<file path="config.mk">
export PLATFORM = sky130hd
export DESIGN_NAME = i2c_target_regfile
export DESIGN_NICKNAME = d
export VERILOG_FILES = /design/src/rtl/i2c_target_regfile_pkg.sv /design/src/rtl/i2c_target_regfile_bus_sync.sv /design/src/rtl/i2c_target_regfile.sv
export SDC_FILE = /design/constraint.sdc
export NUM_CORES = 1
export LEC_CHECK = 0
export BUFFER_PORTS_ARGS = -buffer_cell sky130_fd_sc_hd__buf_2
export CORE_ASPECT_RATIO = 0.9
export CORE_UTILIZATION = 55
export CTS_BUF_LIST = sky130_fd_sc_hd__clkbuf_4 sky130_fd_sc_hd__clkbuf_8 sky130_fd_sc_hd__clkbuf_16
export DETAILED_ROUTE_END_ITERATION = 6
export MAX_ROUTING_LAYER = met4
export PLACE_DENSITY = 0.8
export SYNTH_ARGS = -nofsm -noshare
export SYNTH_HDL_FRONTEND = slang
export SYNTH_SLANG_ARGS = --single-unit
</file>
<file path="constraint.sdc">
create_clock -name clk -period 4.4 [get_ports clk]
set_input_delay 0.88 -clock clk [delete_from_list [all_inputs] [get_ports clk]]
set_output_delay 0.88 -clock clk [all_outputs]
set_load 0.01 [all_outputs]
</file>
<file path="src/rtl/i2c_target_regfile_pkg.sv">
// i2c_target_regfile_pkg
// Shared definitions for the I2C target register file: FSM state encoding,
// ACK/NACK bus levels and a small helper that groups the three ACK states.
package i2c_target_regfile_pkg;

  typedef enum logic [3:0] {
    ST_IDLE,
    ST_ADDR,
    ST_A_ACK,
    ST_PTR,
    ST_P_ACK,
    ST_WR,
    ST_W_ACK,
    ST_RD,
    ST_R_ACK
  } state_e;

  localparam logic I2C_ACK  = 1'b0;
  localparam logic I2C_NACK = 1'b1;

  // Address, pointer and write-data ACKs all follow the same two-fall sequence.
  function automatic logic isAckState(state_e s);
    return (s == ST_A_ACK) || (s == ST_P_ACK) || (s == ST_W_ACK);
  endfunction

endpackage

</file>
<file path="src/rtl/i2c_target_regfile_bus_sync.sv">
// i2c_bus_sync
// Synchronises the raw scl/sda bus levels into the clk domain and derives
// single-cycle event strobes from the synchronised values.
// Ports:
//   clk, rst            system clock, asynchronous active-high reset
//   scl_i, sda_i        raw bus levels
//   scl_o, sda_o        synchronised levels (reset value 1 = idle bus)
//   sclRise_o/sclFall_o one-cycle scl edge strobes
//   start_o/stop_o      one-cycle START / STOP strobes
module i2c_bus_sync #(
  parameter int SYNC_STAGES = 2
) (
  input  logic clk,
  input  logic rst,
  input  logic scl_i,
  input  logic sda_i,
  output logic scl_o,
  output logic sda_o,
  output logic sclRise_o,
  output logic sclFall_o,
  output logic start_o,
  output logic stop_o
);

  logic [SYNC_STAGES-1:0] sclChain_q;
  logic [SYNC_STAGES-1:0] sdaChain_q;
  logic                   sclPrev_q;
  logic                   sdaPrev_q;

  // Flop chains reset to 1 so an idle bus never looks like an edge after reset;
  // the extra "prev" flops hold last cycle's synchronised level for edge detection.
  always_ff @(posedge clk or posedge rst) begin
    if (rst) begin
      sclChain_q <= '1;
      sdaChain_q <= '1;
      sclPrev_q  <= 1'b1;
      sdaPrev_q  <= 1'b1;
    end else begin
      sclChain_q <= {sclChain_q[SYNC_STAGES-2:0], scl_i};
      sdaChain_q <= {sdaChain_q[SYNC_STAGES-2:0], sda_i};
      sclPrev_q  <= sclChain_q[SYNC_STAGES-1];
      sdaPrev_q  <= sdaChain_q[SYNC_STAGES-1];
    end
  end

  assign scl_o     = sclChain_q[SYNC_STAGES-1];
  assign sda_o     = sdaChain_q[SYNC_STAGES-1];
  assign sclRise_o = scl_o & ~sclPrev_q;
  assign sclFall_o = ~scl_o & sclPrev_q;
  // SDA may only move while SCL is steadily high for START/STOP.
  assign start_o   = scl_o & sclPrev_q & sdaPrev_q & ~sda_o;
  assign stop_o    = scl_o & sclPrev_q & ~sdaPrev_q & sda_o;

endmodule

</file>
<file path="src/rtl/i2c_target_regfile.sv">
// i2c_target_regfile
// I2C target for 7-bit addressing: matches SLAVE_ADDR, takes a register
// pointer byte followed by write data, and serves reads from a local register
// file. SDA is open-drain (sda_o is tied low, sda_oen releases); SCL is input only.
// Ports:
//   clk, rst                      system clock, asynchronous active-high reset
//   scl_i, sda_i                  bus levels
//   sda_o, sda_oen                SDA drive value (0) and release control (1 = released)
//   loc_we, loc_addr, loc_wdata   local write port
//   loc_rdata                     regs[loc_addr], combinational
//   wr_pulse, wr_addr, wr_data    one-cycle report of each bus write commit
//   busy                          address matched, transfer in progress
module i2c_target_regfile
  import i2c_target_regfile_pkg::*;
#(
  parameter logic [6:0] SLAVE_ADDR  = 7'h10,
  parameter int         NUM_REGS    = 8,
  parameter int         SYNC_STAGES = 2,
  localparam int        PW          = $clog2(NUM_REGS)
) (
  input  logic          clk,
  input  logic          rst,
  input  logic          scl_i,
  input  logic          sda_i,
  output logic          sda_o,
  output logic          sda_oen,
  input  logic          loc_we,
  input  logic [PW-1:0] loc_addr,
  input  logic [7:0]    loc_wdata,
  output logic [7:0]    loc_rdata,
  output logic          wr_pulse,
  output logic [PW-1:0] wr_addr,
  output logic [7:0]    wr_data,
  output logic          busy
);

  logic sclS, sdaS, sclRise, sclFall, startDet, stopDet;

  i2c_bus_sync #(.SYNC_STAGES(SYNC_STAGES)) uSync (
    .clk       (clk),
    .rst       (rst),
    .scl_i     (scl_i),
    .sda_i     (sda_i),
    .scl_o     (sclS),
    .sda_o     (sdaS),
    .sclRise_o (sclRise),
    .sclFall_o (sclFall),
    .start_o   (startDet),
    .stop_o    (stopDet)
  );

  state_e        state_q, state_d;
  logic          phase_q, phase_d;
  logic [2:0]    bitCnt_q, bitCnt_d;
  logic [7:0]    shift_q, shift_d;
  logic [7:0]    rdShift_q, rdShift_d;
  logic [PW-1:0] ptr_q, ptr_d;
  logic          rw_q, rw_d;
  logic          sdaOen_q, sdaOen_d;
  logic          busy_q, busy_d;
  logic          wrPulse_q, wrPulse_d;
  logic [PW-1:0] wrAddr_q, wrAddr_d;
  logic [7:0]    wrData_q, wrData_d;
  logic [7:0]    regs_q [NUM_REGS];

  logic [7:0]    byteIn;
  logic [7:0]    rdByte;

  assign byteIn = {shift_q[6:0], sdaS};
  assign rdByte = regs_q[ptr_q];

  // Protocol state and datapath registers.
  always_ff @(posedge clk or posedge rst) begin
    if (rst) begin
      state_q   <= ST_IDLE;
      phase_q   <= 1'b0;
      bitCnt_q  <= 3'd0;
      shift_q   <= 8'h00;
      rdShift_q <= 8'h00;
      ptr_q     <= '0;
      rw_q      <= 1'b0;
      sdaOen_q  <= 1'b1;
      busy_q    <= 1'b0;
      wrPulse_q <= 1'b0;
      wrAddr_q  <= '0;
      wrData_q  <= 8'h00;
    end else begin
      state_q   <= state_d;
      phase_q   <= phase_d;
      bitCnt_q  <= bitCnt_d;
      shift_q   <= shift_d;
      rdShift_q <= rdShift_d;
      ptr_q     <= ptr_d;
      rw_q      <= rw_d;
      sdaOen_q  <= sdaOen_d;
      busy_q    <= busy_d;
      wrPulse_q <= wrPulse_d;
      wrAddr_q  <= wrAddr_d;
      wrData_q  <= wrData_d;
    end
  end

  // Next-state logic. START/STOP override everything so an SDA edge while SCL
  // is high is never taken as data. ACK states use phase: the first SCL fall
  // starts pulling SDA low, the second ends the ACK clock. Read bytes are
  // captured from the register file at the moment RD is entered.
  always_comb begin
    state_d   = state_q;
    phase_d   = phase_q;
    bitCnt_d  = bitCnt_q;
    shift_d   = shift_q;
    rdShift_d = rdShift_q;
    ptr_d     = ptr_q;
    rw_d      = rw_q;
    sdaOen_d  = sdaOen_q;
    busy_d    = busy_q;
    wrPulse_d = 1'b0;
    wrAddr_d  = wrAddr_q;
    wrData_d  = wrData_q;

    if (stopDet) begin
      state_d  = ST_IDLE;
      sdaOen_d = 1'b1;
      busy_d   = 1'b0;
    end else if (startDet) begin
      state_d  = ST_ADDR;
      bitCnt_d = 3'd0;
      phase_d  = 1'b0;
      sdaOen_d = 1'b1;
    end else begin
      case (state_q)
        ST_IDLE: begin
          sdaOen_d = 1'b1;
          busy_d   = 1'b0;
        end
        ST_ADDR: begin
          if (sclRise) begin
            shift_d  = byteIn;
            bitCnt_d = bitCnt_q + 3'd1;
            if (bitCnt_q == 3'd7) begin
              if (byteIn[7:1] == SLAVE_ADDR) begin
                state_d = ST_A_ACK;
                rw_d    = byteIn[0];
                busy_d  = 1'b1;
                phase_d = 1'b0;
              end else begin
                state_d = ST_IDLE;
                busy_d  = 1'b0;
              end
            end
          end
        end
        ST_A_ACK, ST_P_ACK, ST_W_ACK: begin
          if (sclFall) begin
            if (!phase_q) begin
              sdaOen_d = I2C_ACK;
              phase_d  = 1'b1;
            end else begin
              phase_d  = 1'b0;
              bitCnt_d = 3'd0;
              sdaOen_d = 1'b1;
              if (state_q == ST_A_ACK && rw_q) begin
                state_d   = ST_RD;
                sdaOen_d  = rdByte[7];
                rdShift_d = {rdByte[6:0], 1'b0};
              end else if (state_q == ST_A_ACK) begin
                state_d = ST_PTR;
              end else begin
                state_d = ST_WR;
              end
            end
          end
        end
        ST_PTR: begin
          if (sclRise) begin
            shift_d  = byteIn;
            bitCnt_d = bitCnt_q + 3'd1;
            if (bitCnt_q == 3'd7) begin
              ptr_d   = byteIn[PW-1:0];
              state_d = ST_P_ACK;
              phase_d = 1'b0;
            end
          end
        end
        ST_WR: begin
          if (sclRise) begin
            shift_d  = byteIn;
            bitCnt_d = bitCnt_q + 3'd1;
            if (bitCnt_q == 3'd7) begin
              wrPulse_d = 1'b1;
              wrAddr_d  = ptr_q;
              wrData_d  = byteIn;
              ptr_d     = ptr_q + PW'(1);
              state_d   = ST_W_ACK;
              phase_d   = 1'b0;
            end
          end
        end
        ST_RD: begin
          if (sclFall) begin
            if (bitCnt_q == 3'd7) begin
              sdaOen_d = 1'b1;
              state_d  = ST_R_ACK;
              phase_d  = 1'b0;
            end else begin
              sdaOen_d  = rdShift_q[7];
              rdShift_d = {rdShift_q[6:0], 1'b0};
              bitCnt_d  = bitCnt_q + 3'd1;
            end
          end
        end
        ST_R_ACK: begin
          if (!phase_q) begin
            if (sclRise) begin
              if (sdaS == I2C_ACK) begin
                ptr_d   = ptr_q + PW'(1);
                phase_d = 1'b1;
              end else begin
                state_d  = ST_IDLE;
                sdaOen_d = 1'b1;
                busy_d   = 1'b0;
              end
            end
          end else if (sclFall) begin
            state_d   = ST_RD;
            phase_d   = 1'b0;
            bitCnt_d  = 3'd0;
            sdaOen_d  = rdByte[7];
            rdShift_d = {rdByte[6:0], 1'b0};
          end
        end
        default: begin
          state_d  = ST_IDLE;
          sdaOen_d = 1'b1;
          busy_d   = 1'b0;
        end
      endcase
    end
  end

  // Register file. The bus commit is applied after the local write so that a
  // same-register collision resolves in favour of the bus.
  always_ff @(posedge clk or posedge rst) begin
    if (rst) begin
      for (int i = 0; i < NUM_REGS; i++) regs_q[i] <= 8'h00;
    end else begin
      if (loc_we) regs_q[loc_addr] <= loc_wdata;
      if (wrPulse_d) regs_q[wrAddr_d] <= wrData_d;
    end
  end

  assign sda_o     = 1'b0;
  assign sda_oen   = sdaOen_q;
  assign busy      = busy_q;
  assign wr_pulse  = wrPulse_q;
  assign wr_addr   = wrAddr_q;
  assign wr_data   = wrData_q;
  assign loc_rdata = regs_q[loc_addr];

endmodule
</file>
==> results.py, run 1 <==
metrics = {
    "finish": {
        "drive_gt1_share_pct": 27.9,
        "syn2layout_area_growth_pct": 8.44,
        "nNetsFinal": 599,
        "finish.instance_area_um2": 7250,
        "antenna_cells": 0,
        "fin_util_pct": 62.4,
    },
    "critical_path": {
        "slowest_delay_ns": 0.58,
        "crit_type": "primary input to primary output",
        "path_common_cell": "buf_2",
        "worstSetupStartpoint": "loc_addr[0]",
        "cp-start-kind": "primary input",
        "cp.arrival_ns": 2.45,
        "crit_path_cell_trace": "buf_2 -> mux4_2 -> mux2_2 -> buf_2",
        "crit_slowest_cell": "mux4_2",
        "crit_path_end_kind": "primary output",
        "cp.required_ns": 3.52,
        "r2r_start": "state_q[1]",
        "cp_max_fo": 23,
    },
    "timing": {
        "finalHoldViolations": 0,
        "setup_viol": 0,
        "slew_viol_final": 0,
        "final.setup.worst_slack_ns": 1.07,
        "worst_pin_slew_ns": 1.14,
        "period_share_pct": 75.7,
        "hold_slack_ns": 0.357,
        "slew_headroom_pct": 23.3,
        "rsz0062_at_grt": "false",
        "finClkSkew_ns": 0.00921,
        "setup_tns_ns": 0,
        "period_minus_slack_ns": 3.33,
        "fmaxAchievable_ghz": 0.300,
    },
    "pwr": {
        "power_frac_comb_pct": 18.8,
        "p_clk_share_pct": 31.1,
        "p_sw_share_pct": 28.6,
        "powerDensity_nw_per_um2": 352,
        "p_switching_uw": 730,
        "p_int_uw": 1820,
        "p_leak_uw": 0.00323,
        "max-vdd-ir-drop_mv": 0.343,
        "pwr-share-seq_pct": 50.1,
    },
    "clocking": {
        "cts_resized": 0,
        "clkLatencyLatePin_ns": 0.36,
        "cts_num_sinks": 110,
        "cts_post_setup_buffers_inserted": 0,
        "cts-root-buf": "clkbuf_16",
        "clk_pin_slew_worst_paths_ns": 0.07,
        "cts-buffers-inserted": 9,
        "clockBufferDepth": 2,
        "cts_hold_buf": 0,
        "cts_tree": "built",
        "h-tree-depth": 3,
    },
    "global_routing": {
        "grt_pass1_vias": 4974,
        "grtUsageMet3_pct": 7.07,
        "gr-usage-all-layers_pct": 29.9,
        "grt_max_degree": 57,
        "met2_usage_pct": 44.1,
        "antenna_found_initial": 0,
        "gr-usage-met1_pct": 40.4,
        "grt_overflow_total": 0,
        "busiest_layer": "met2",
        "grt_pass1_wl_mm": 27.5,
    },
    "yosys": {
        "yosys_warnings": 0,
        "synth_seq_cells": 110,
        "avgSynthCellArea_um2": 12.0,
        "synth.yosys.seq_area_share_pct": 41.3,
        "synthArstFlopShare_pct": 100,
        "synth_edf_count": 0,
        "synth_ff_type": "dfrtp_1",
        "ys_types": 68,
        "syn-num-nets": 579,
        "synth_area_um2": 6680,
        "syn_inst": 559,
    },
    "job": {
        "drv_cap": 0,
    },
    "floorplanning": {
        "die_w_um": 118,
        "die-area_um2": 12600,
        "rows": 37,
        "core-area_um2": 11600,
        "ios": 39,
        "start_util_pct": 57.5,
        "fp.dieH_um": 107,
    },
    "detailed_routing": {
        "drt-total-wl_mm": 16.8,
        "num_vias": 4813,
        "first_iter_violations": 335,
        "ant_nets": 0,
        "drt-pass1-iter-count": 5,
        "drc": 0,
        "wire_per_inst_um": 22.7,
        "routed_via_density": 6.50,
    },
    "placed_design": {
        "io_buffers": 37,
        "dp_slack_ns": 1.08,
        "dpl.hpwl_mm": 11.5,
        "placed_area_um2": 6960,
        "gp_congestion": 0.923,
    },
    "status": {
        "run_status": "completed",
    },
    "worst_hold_path": {
        "hold_start": "uSync.sclChain_q[0]",
        "hold_class": "flip-flop to flip-flop",
    },
}
==> worst paths after layout <==
kind	end	slack (ns)	cells after the start
max in group asynchronous	regs_q[28]	2.85	3
min in group asynchronous	rw_q	0.66	2
worst min-delay path	uSync.sclChain_q[1]	0.36	0
worst max-delay path	loc_rdata[7]	1.07	4
worst max register to register	regs_q[1]	1.36	5
worst min register to register	uSync.sclChain_q[1]	0.36	0
==> power by group through the flow <==
stage	Sequential [µW]	Clock, µW	Combinational (µW)
detailed placement	1290	0	480
CTS	1270	814	482
global route	1290	849	528
finish	1280	795	480
floorplan	1240	0	385
global placement	1280	0	457
==> cell families after synthesis <==
kind of cell / Yosys count / share of synthesized area [%]
AO/OA/AOI/OAI: 82 / 8.35
XOR/XNOR: 2 / 0.262
adder cells (fa/ha/maj): 4 / 0.749
buffers and inverters: 59 / 3.80
flip-flops: 110 / 41.3
multiplexers: 194 / 35.8
other: 1 / 0.0561
AND/OR/NAND/NOR: 107 / 9.66
==> layout make-up <==
cell class	count	area (µm²)
timing repair buffer	46	253
fill	887	4370
clock inverter	6	52.6
inverter	22	85.1
sequential	110	2760
clock buffer	10	233
tap	156	195
multi-input combinational	390	3670
==> metal layers <==
layer	vias to the layer above	routed length [µm]
met5	-	0
li1	2132	-
met4	0	369
met1	2460	7580
met3	33	1240
met2	188	7620
==> layout by cell type (no fill, tap or decap), types with 3 or more instances in the layout <==
| cell type | Yosys | final |
|---|---|---|
| mux2i_1 | 121 | 121 |
| dfrtp_1 | 103 | 103 |
| mux2_2 | 41 | 41 |
| buf_2 | 8 | 37 |
| nand2_1 | 34 | 34 |
| mux4_2 | 31 | 31 |
| o21ai_0 | 27 | 27 |
| inv_1 | 22 | 21 |
| nor2_1 | 17 | 17 |
| a21oi_1 | 15 | 15 |
| clkbuf_16 | 0 | 9 |
| buf_4 | 4 | 9 |
| nand2b_1 | 7 | 7 |
| dfstp_2 | 7 | 7 |
| nand3_1 | 5 | 5 |
| nor3_1 | 5 | 5 |
| nor2b_1 | 4 | 4 |
| nor3_4 | 4 | 4 |
| ha_1 | 4 | 4 |
| and3_1 | 3 | 3 |
| or2_2 | 3 | 3 |
| nand4_1 | 3 | 3 |
| a211oi_1 | 3 | 3 |
| nand3b_1 | 3 | 3 |
| nor3b_1 | 3 | 3 |
| nand4b_1 | 3 | 3 |
| o211ai_1 | 3 | 3 |
| clkinv_4 | 0 | 3 |
| inv_6 | 0 | 3 |
==> state kept, by name, indices dropped and copies added, names as in the netlist, 2 cells and up <==
name	cells
shift_q	7
bitCnt_q	3
rdShift_q	7
regs_q	64
wr_addr	3
ptr_q	3
wr_data	8
state_q	4
uSync.sdaChain_q	2
uSync.sclChain_q	2
==> cells in the mapped netlist (all sizes together), types with 3 or more instances <==
cell	count	area (µm²)
inv	22	82.6
clkbuf	14	52.6
mux2i	122	1230
mux4	31	698
nand4	4	40.0
nor2	17	63.8
nor2b	4	25.0
mux2	41	462
a21oi	17	92.6
nand3	5	25.0
buf	23	119
nand3b	3	22.5
o211ai	4	35.0
o21ai	29	145
nand2b	7	43.8
and3	3	18.8
or2	3	18.8
nand2	34	128
ha	4	50.1
a211oi	4	42.5
nor3	11	110
dfrtp	103	2580
nand4b	4	41.3
nor3b	3	22.5
dfstp	7	184
==> worst max-delay path: cells and delay by family <==
kind | cells | cell delay [ns]
buffers and inverters | 2 | 0.68
muxes | 2 | 0.88
==> through the flow <==
step	instances	total power, µW
2_1_floorplan	559	1630
3_3_place_gp	724	1730
3_5_place_dp	724	1770
4_1_cts	740	2570
5_1_grt	740	2670
6_report	740	2550
Note: power is estimated with default switching activity, not from simulation.
==> run 2: changes to the inputs <==
Settings changed: ABC_AREA from default to 1, PLACE_DENSITY 0.8 to 0.83.
Clock period 4.4 ns to 2.7 ns, I/O delays scaled along.
==> results.py, run 2 <==
metrics = {
    "placed_design": {
        "gp_congestion": 0.994,
        "io_buffers": 37,
        "placed_area_um2": 7370,
        "dp_slack_ns": 0.395,
        "dpl.hpwl_mm": 15.3,
    },
    "clocking": {
        "cts_tree": "built",
        "clockBufferDepth": 2,
        "cts-buffers-inserted": 9,
        "clk_pin_slew_worst_paths_ns": 0.08,
        "h-tree-depth": 3,
        "cts_resized": 0,
        "cts_num_sinks": 110,
        "cts-root-buf": "clkbuf_16",
        "clkLatencyLatePin_ns": 0.36,
        "cts_post_setup_buffers_inserted": 0,
        "cts_hold_buf": 0,
    },
    "timing": {
        "final.setup.worst_slack_ns": 0.321,
        "slew_headroom_pct": 48.5,
        "fmaxAchievable_ghz": 0.420,
        "setup_viol": 0,
        "finClkSkew_ns": 0.0123,
        "period_minus_slack_ns": 2.38,
        "finalHoldViolations": 0,
        "slew_viol_final": 0,
        "worst_pin_slew_ns": 0.772,
        "period_share_pct": 88.1,
        "hold_slack_ns": 0.174,
        "rsz0062_at_grt": "false",
        "setup_tns_ns": 0,
    },
    "yosys": {
        "synth_area_leaders": "dfrtp_1, nand2_1, o21ai_0",
        "syn-num-nets": 1080,
        "synth_most_common_cell": "nand2_1",
        "ys_types": 39,
        "netlist_top_cells_count": "nand2_1, o21ai_0, dfrtp_1",
        "synthArstFlopShare_pct": 100,
        "avgSynthCellArea_um2": 6.59,
        "synth_edf_count": 0,
        "yosysTopAreaCellShare_pct": 36.9,
        "syn_inst": 1060,
        "synth.yosys.seq_area_share_pct": 39.5,
        "netlist.top_cell.by_area": "dfrtp_1",
        "yosys_warnings": 0,
        "synth_area_um2": 6990,
        "synth_ff_type": "dfrtp_1",
        "synth_seq_cells": 110,
    },
    "pwr": {
        "max-vdd-ir-drop_mv": 0.467,
        "p_leak_uw": 0.00404,
        "powerDensity_nw_per_um2": 548,
    },
    "finish": {
        "antenna_cells": 0,
        "syn2layout_area_growth_pct": 9.43,
        "drive_gt1_share_pct": 11.4,
        "mostFrequentLayoutCell": "nand2_1",
        "largest_reg_flops": 64,
        "nNetsFinal": 1110,
        "finish.instance_area_um2": 7650,
        "regMostFlops": "regs_q",
        "layout_common_cells": "nand2_1, o21ai_0, dfrtp_1",
    },
    "global_routing": {
        "grt_pass1_vias": 6426,
        "grt_pass1_wl_mm": 34.3,
        "grt_overflow_total": 0,
        "gr-usage-all-layers_pct": 35.6,
        "grt_max_degree": 76,
        "antenna_found_initial": 0,
    },
    "critical_path": {
        "crit_path_end_kind": "primary output",
        "critical_path.top_delay_family": "buffers and inverters",
        "crit_type": "primary input to primary output",
        "r2r_end": "regs_q[33]",
        "crit_slowest_cell": "inv_1",
        "path_common_cell": "buf_2",
        "cp_max_fo": 21,
        "r2r_cells": 12,
        "r2r_start": "bitCnt_q[0]",
        "slowest_delay_ns": 0.50,
        "cp-start-kind": "primary input",
        "cp.arrival_ns": 1.84,
        "crit_path_cell_trace": "buf_2 -> inv_1 -> a21oi_1 -> o21ai_0 -> o2111ai_1 -> buf_2",
        "cp_num_buf_inv": 3,
        "r2r_slack_ns": 0.35,
        "cp.required_ns": 2.16,
    },
    "job": {
        "drv_cap": 0,
    },
    "detailed_routing": {
        "ant_nets": 0,
        "drt-total-wl_mm": 21.5,
        "first_iter_violations": 1053,
        "num_vias": 7297,
        "routed_via_density": 5.81,
        "wire_per_inst_um": 17.1,
        "drc": 0,
        "drt-pass1-iter-count": 5,
    },
    "floorplanning": {
        "ios": 39,
        "core-area_um2": 12200,
        "fp.dieH_um": 109,
        "die_w_um": 121,
        "rows": 38,
        "start_util_pct": 57.2,
        "die-area_um2": 13200,
    },
    "status": {
        "run_status": "completed",
    },
    "worst_hold_path": {
        "hold_class": "primary input to async pin",
    },
}
[run 2: logic make-up after synthesis]
logic type	Yosys count	share of synthesized area, %
AO/OA/AOI/OAI	187	15.6
flip-flops	110	39.5
XOR/XNOR	1	0.125
buffers and inverters	127	7.05
other	1	0.0536
AND/OR/NAND/NOR	630	37.0
adder cells (fa/ha/maj)	4	0.716
[run 2: report_power, final]
group / switching, µW / internal [µW] / total [µW] / leakage [µW]
Sequential: 166 / 1870 / 2030 / 0.00140
Combinational: 530 / 318 / 847 / 0.00250
Clock: 654 / 660 / 1310 / 0.000142
Total: 1350 / 2840 / 4190 / 0.00404
[run 2: stage by stage]
stage / cells / util [%] / total power [µW]
6_report: 1255 / 62.6 / 4190
5_1_grt: 1255 / 62.6 / 4410
4_1_cts: 1255 / 62.6 / 4190
3_5_place_dp: 1239 / 60.3 / 2880
3_3_place_gp: 1239 / 60.3 / 2850
2_1_floorplan: 1060 / - / 2630
[run 2: area by class of cell]
type / instances / area [µm²]
Clock buffer: 11 / 240
Clock inverter: 5 / 43.8
Fill cell: 1112 / 4570
Inverter: 94 / 358
Multi-Input combinational cell: 823 / 3740
Sequential cell: 110 / 2760
Tap cell: 160 / 200
Timing Repair Buffer: 52 / 310
[run 2: worst max path at each step]
stage | from | endpoint | cells past startpoint
finish | loc_addr[0] | loc_rdata[5] | 6
global route | bitCnt_q[0] | regs_q[17] | 10
CTS | bitCnt_q[0] | regs_q[23] | 11
detailed placement | bitCnt_q[0] | regs_q[23] | 11
global placement | bitCnt_q[0] | regs_q[23] | 12
floorplan | loc_addr[0] | loc_rdata[0] | 5
[run 2: layer usage]
metal,vias to the layer above,track usage (%),wire length [µm]
met5,-,-,0
met4,0,11.8,520
met3,49,7.32,2550
met2,462,50.4,9150
met1,3358,50.7,9300
li1,3428,-,-
==> run 3: changes to the inputs <==
==> constraint.sdc (replaced) <==
create_clock -name clk -period 2.7 [get_ports clk]
set_input_delay 0.81 -clock clk [delete_from_list [all_inputs] [get_ports clk]]
set_output_delay 0.81 -clock clk [all_outputs]
set_load 0.01 [all_outputs]
==> results.py, run 3 (same netlist as run 2, synthesis figures left out) <==
metrics = {
    "status": {
        "run_status": "finished, violations left",
        "failed_checks": "design-rule violations",
    },
    "timing": {
        "finClkSkew_ns": 0.00740,
        "rsz0062_at_grt": "false",
        "period_share_pct": 96.5,
        "fmaxAchievable_ghz": 0.384,
        "slew_viol_final": 0,
        "setup_tns_ns": 0,
        "final.setup.worst_slack_ns": 0.0949,
        "period_minus_slack_ns": 2.61,
        "setup_viol": 0,
        "slew_headroom_pct": 55.1,
        "worst_pin_slew_ns": 0.673,
        "finalHoldViolations": 0,
    },
    "placed_design": {
        "dp_cells": 1245,
        "gp_congestion": 0.991,
        "dp_slack_ns": 0.0242,
        "io_buffers": 37,
        "dpl.hpwl_mm": 16.1,
    },
    "critical_path": {
        "crit_type": "primary input to primary output",
        "cp.arrival_ns": 1.80,
        "crit_path_cell_trace": "buf_2 -> inv_1 -> nor2_1 -> buf_4 -> o21ai_0 -> o2111ai_1 -> buf_2",
        "crit_slowest_cell": "o2111ai_1",
        "cp.required_ns": 1.89,
        "crit_path_end_kind": "primary output",
        "slowest_delay_ns": 0.25,
        "cp-start-kind": "primary input",
        "critical_path.top_delay_family": "buffers and inverters",
        "cp_num_buf_inv": 4,
        "cp_max_fo": 11,
        "path_common_cell": "buf_2",
    },
    "global_routing": {
        "grt_pass1_vias": 6541,
        "grt_pass1_wl_mm": 34.8,
        "grt_overflow_total": 0,
        "gr-usage-all-layers_pct": 36.3,
        "antenna_found_initial": 0,
        "grt_max_degree": 47,
    },
    "detailed_routing": {
        "routed_via_density": 5.75,
        "wire_per_inst_um": 17.6,
        "drt-pass1-iter-count": 7,
        "num_vias": 7245,
        "drt-total-wl_mm": 22.2,
        "ant_nets": 0,
        "first_iter_violations": 985,
        "drc": 8,
    },
    "finish": {
        "largest_reg_flops": 64,
        "antenna_cells": 0,
        "drive_gt1_share_pct": 12.0,
        "n_fill_cell": 1094,
        "nNetsFinal": 1116,
        "syn2layout_area_growth_pct": 10.7,
        "mostFrequentLayoutCell": "nand2_1",
        "regMostFlops": "regs_q",
        "final_cell_count_no_fill": 1261,
        "fin_util_pct": 63.3,
        "layout_common_cells": "nand2_1, o21ai_0, dfrtp_1",
    },
    "clocking": {
        "cts-root-buf": "clkbuf_16",
        "clk_pin_slew_worst_paths_ns": 0.08,
        "clkLatencyLatePin_ns": 0.36,
        "h-tree-depth": 3,
        "cts_num_sinks": 110,
        "cts-buffers-inserted": 9,
        "clockBufferDepth": 2,
        "cts_tree": "built",
    },
    "floorplanning": {
        "fp.dieH_um": 109,
        "die_w_um": 121,
        "core-area_um2": 12200,
        "ios": 39,
        "start_util_pct": 57.2,
        "die-area_um2": 13200,
        "rows": 38,
    },
    "job": {
        "drv_cap": 0,
    },
    "pwr": {
        "p_leak_uw": 0.00408,
        "powerDensity_nw_per_um2": 553,
        "max-vdd-ir-drop_mv": 0.415,
        "power_uw": 4280,
    },
    "worst_hold_path": {
        "hold_class": "flip-flop to flip-flop",
    },
}
==> run 3: changes by cell type in the layout (fill, tap and decap cells not counted), sizes merged <==
cell    delta
buf        +6
clkbuf     -1
clkinv     -1
inv        +2
==> run 3: routing by layer <==
metal	share of wire [%]	vias to the layer above	routed length [µm]	track usage, %
li1	-	3452	-	-
met1	43	3274	9620	50.4
met2	42	458	9270	50.2
met3	12	61	2680	9.94
met4	3.0	0	663	13.7
met5	0	-	0	-
==> run 3: worst register-to-register path, cell delays in order (launching register included) <==
cell and delay [ns]:
dfrtp_1 0.40, ha_1 0.23, ha_1 0.19, inv_1 0.12, nor2_1 0.10, nand2_2 0.31, nand2_1 0.12, o21ai_2 0.10
nand2_2 0.19, inv_2 0.17, nand2_2 0.22, nand2_1 0.13, nand2_1 0.06
==> run 3: final timing paths <==
| kind | endpoint | slack [ns] | depth (start not counted) | from |
|---|---|---|---|---|
| max | loc_rdata[5] | 0.09 | 7 | loc_addr[1] |
| min | uSync.sdaChain_q[1] | 0.36 | 0 | uSync.sdaChain_q[0] |
| max reg2reg | regs_q[32] | 0.25 | 12 | bitCnt_q[0] |
| min reg2reg | uSync.sdaChain_q[1] | 0.36 | 0 | uSync.sdaChain_q[0] |
| max in group asynchronous | regs_q[9] | 1.53 | 3 | rst |
| min in group asynchronous | regs_q[43] | 0.51 | 2 | rst |
==> run 3: report_power, final <==
group	internal (µW)	total (µW)	switching (µW)
logic	327	860	534
registers	1870	2060	199
clock network	667	1350	683
total	2860	4280	1420
==> run 3: repair_timing <==
action / 4_1_cts / 5_1_grt
buffers inserted: 0 / 0
hold buffers: 0 / 0
gates resized for setup: 0 / 1
setup endpoints to repair: 0 / 2
hold endpoints to repair: 0 / 0
==> run 3: layout make-up <==
type | count | area (µm²) | area share [%]
inverters | 94 | 358 | 4.63
clock buffers | 10 | 233 | 3.01
well taps | 160 | 200 | 2.59
clock inverters | 6 | 65.1 | 0.841
flip-flops and latches | 110 | 2760 | 35.7
repair buffers | 58 | 380 | 4.92
multi-input cells | 823 | 3740 | 48.3
==> run 3: stage by stage <==
stage	area, µm²	hold slack (ns)
finish	7740	0.359
global route	7740	0.361
CTS	7730	0.360
detailed placement	7440	0.349
global placement	7440	0.347
floorplan	6990	0.345
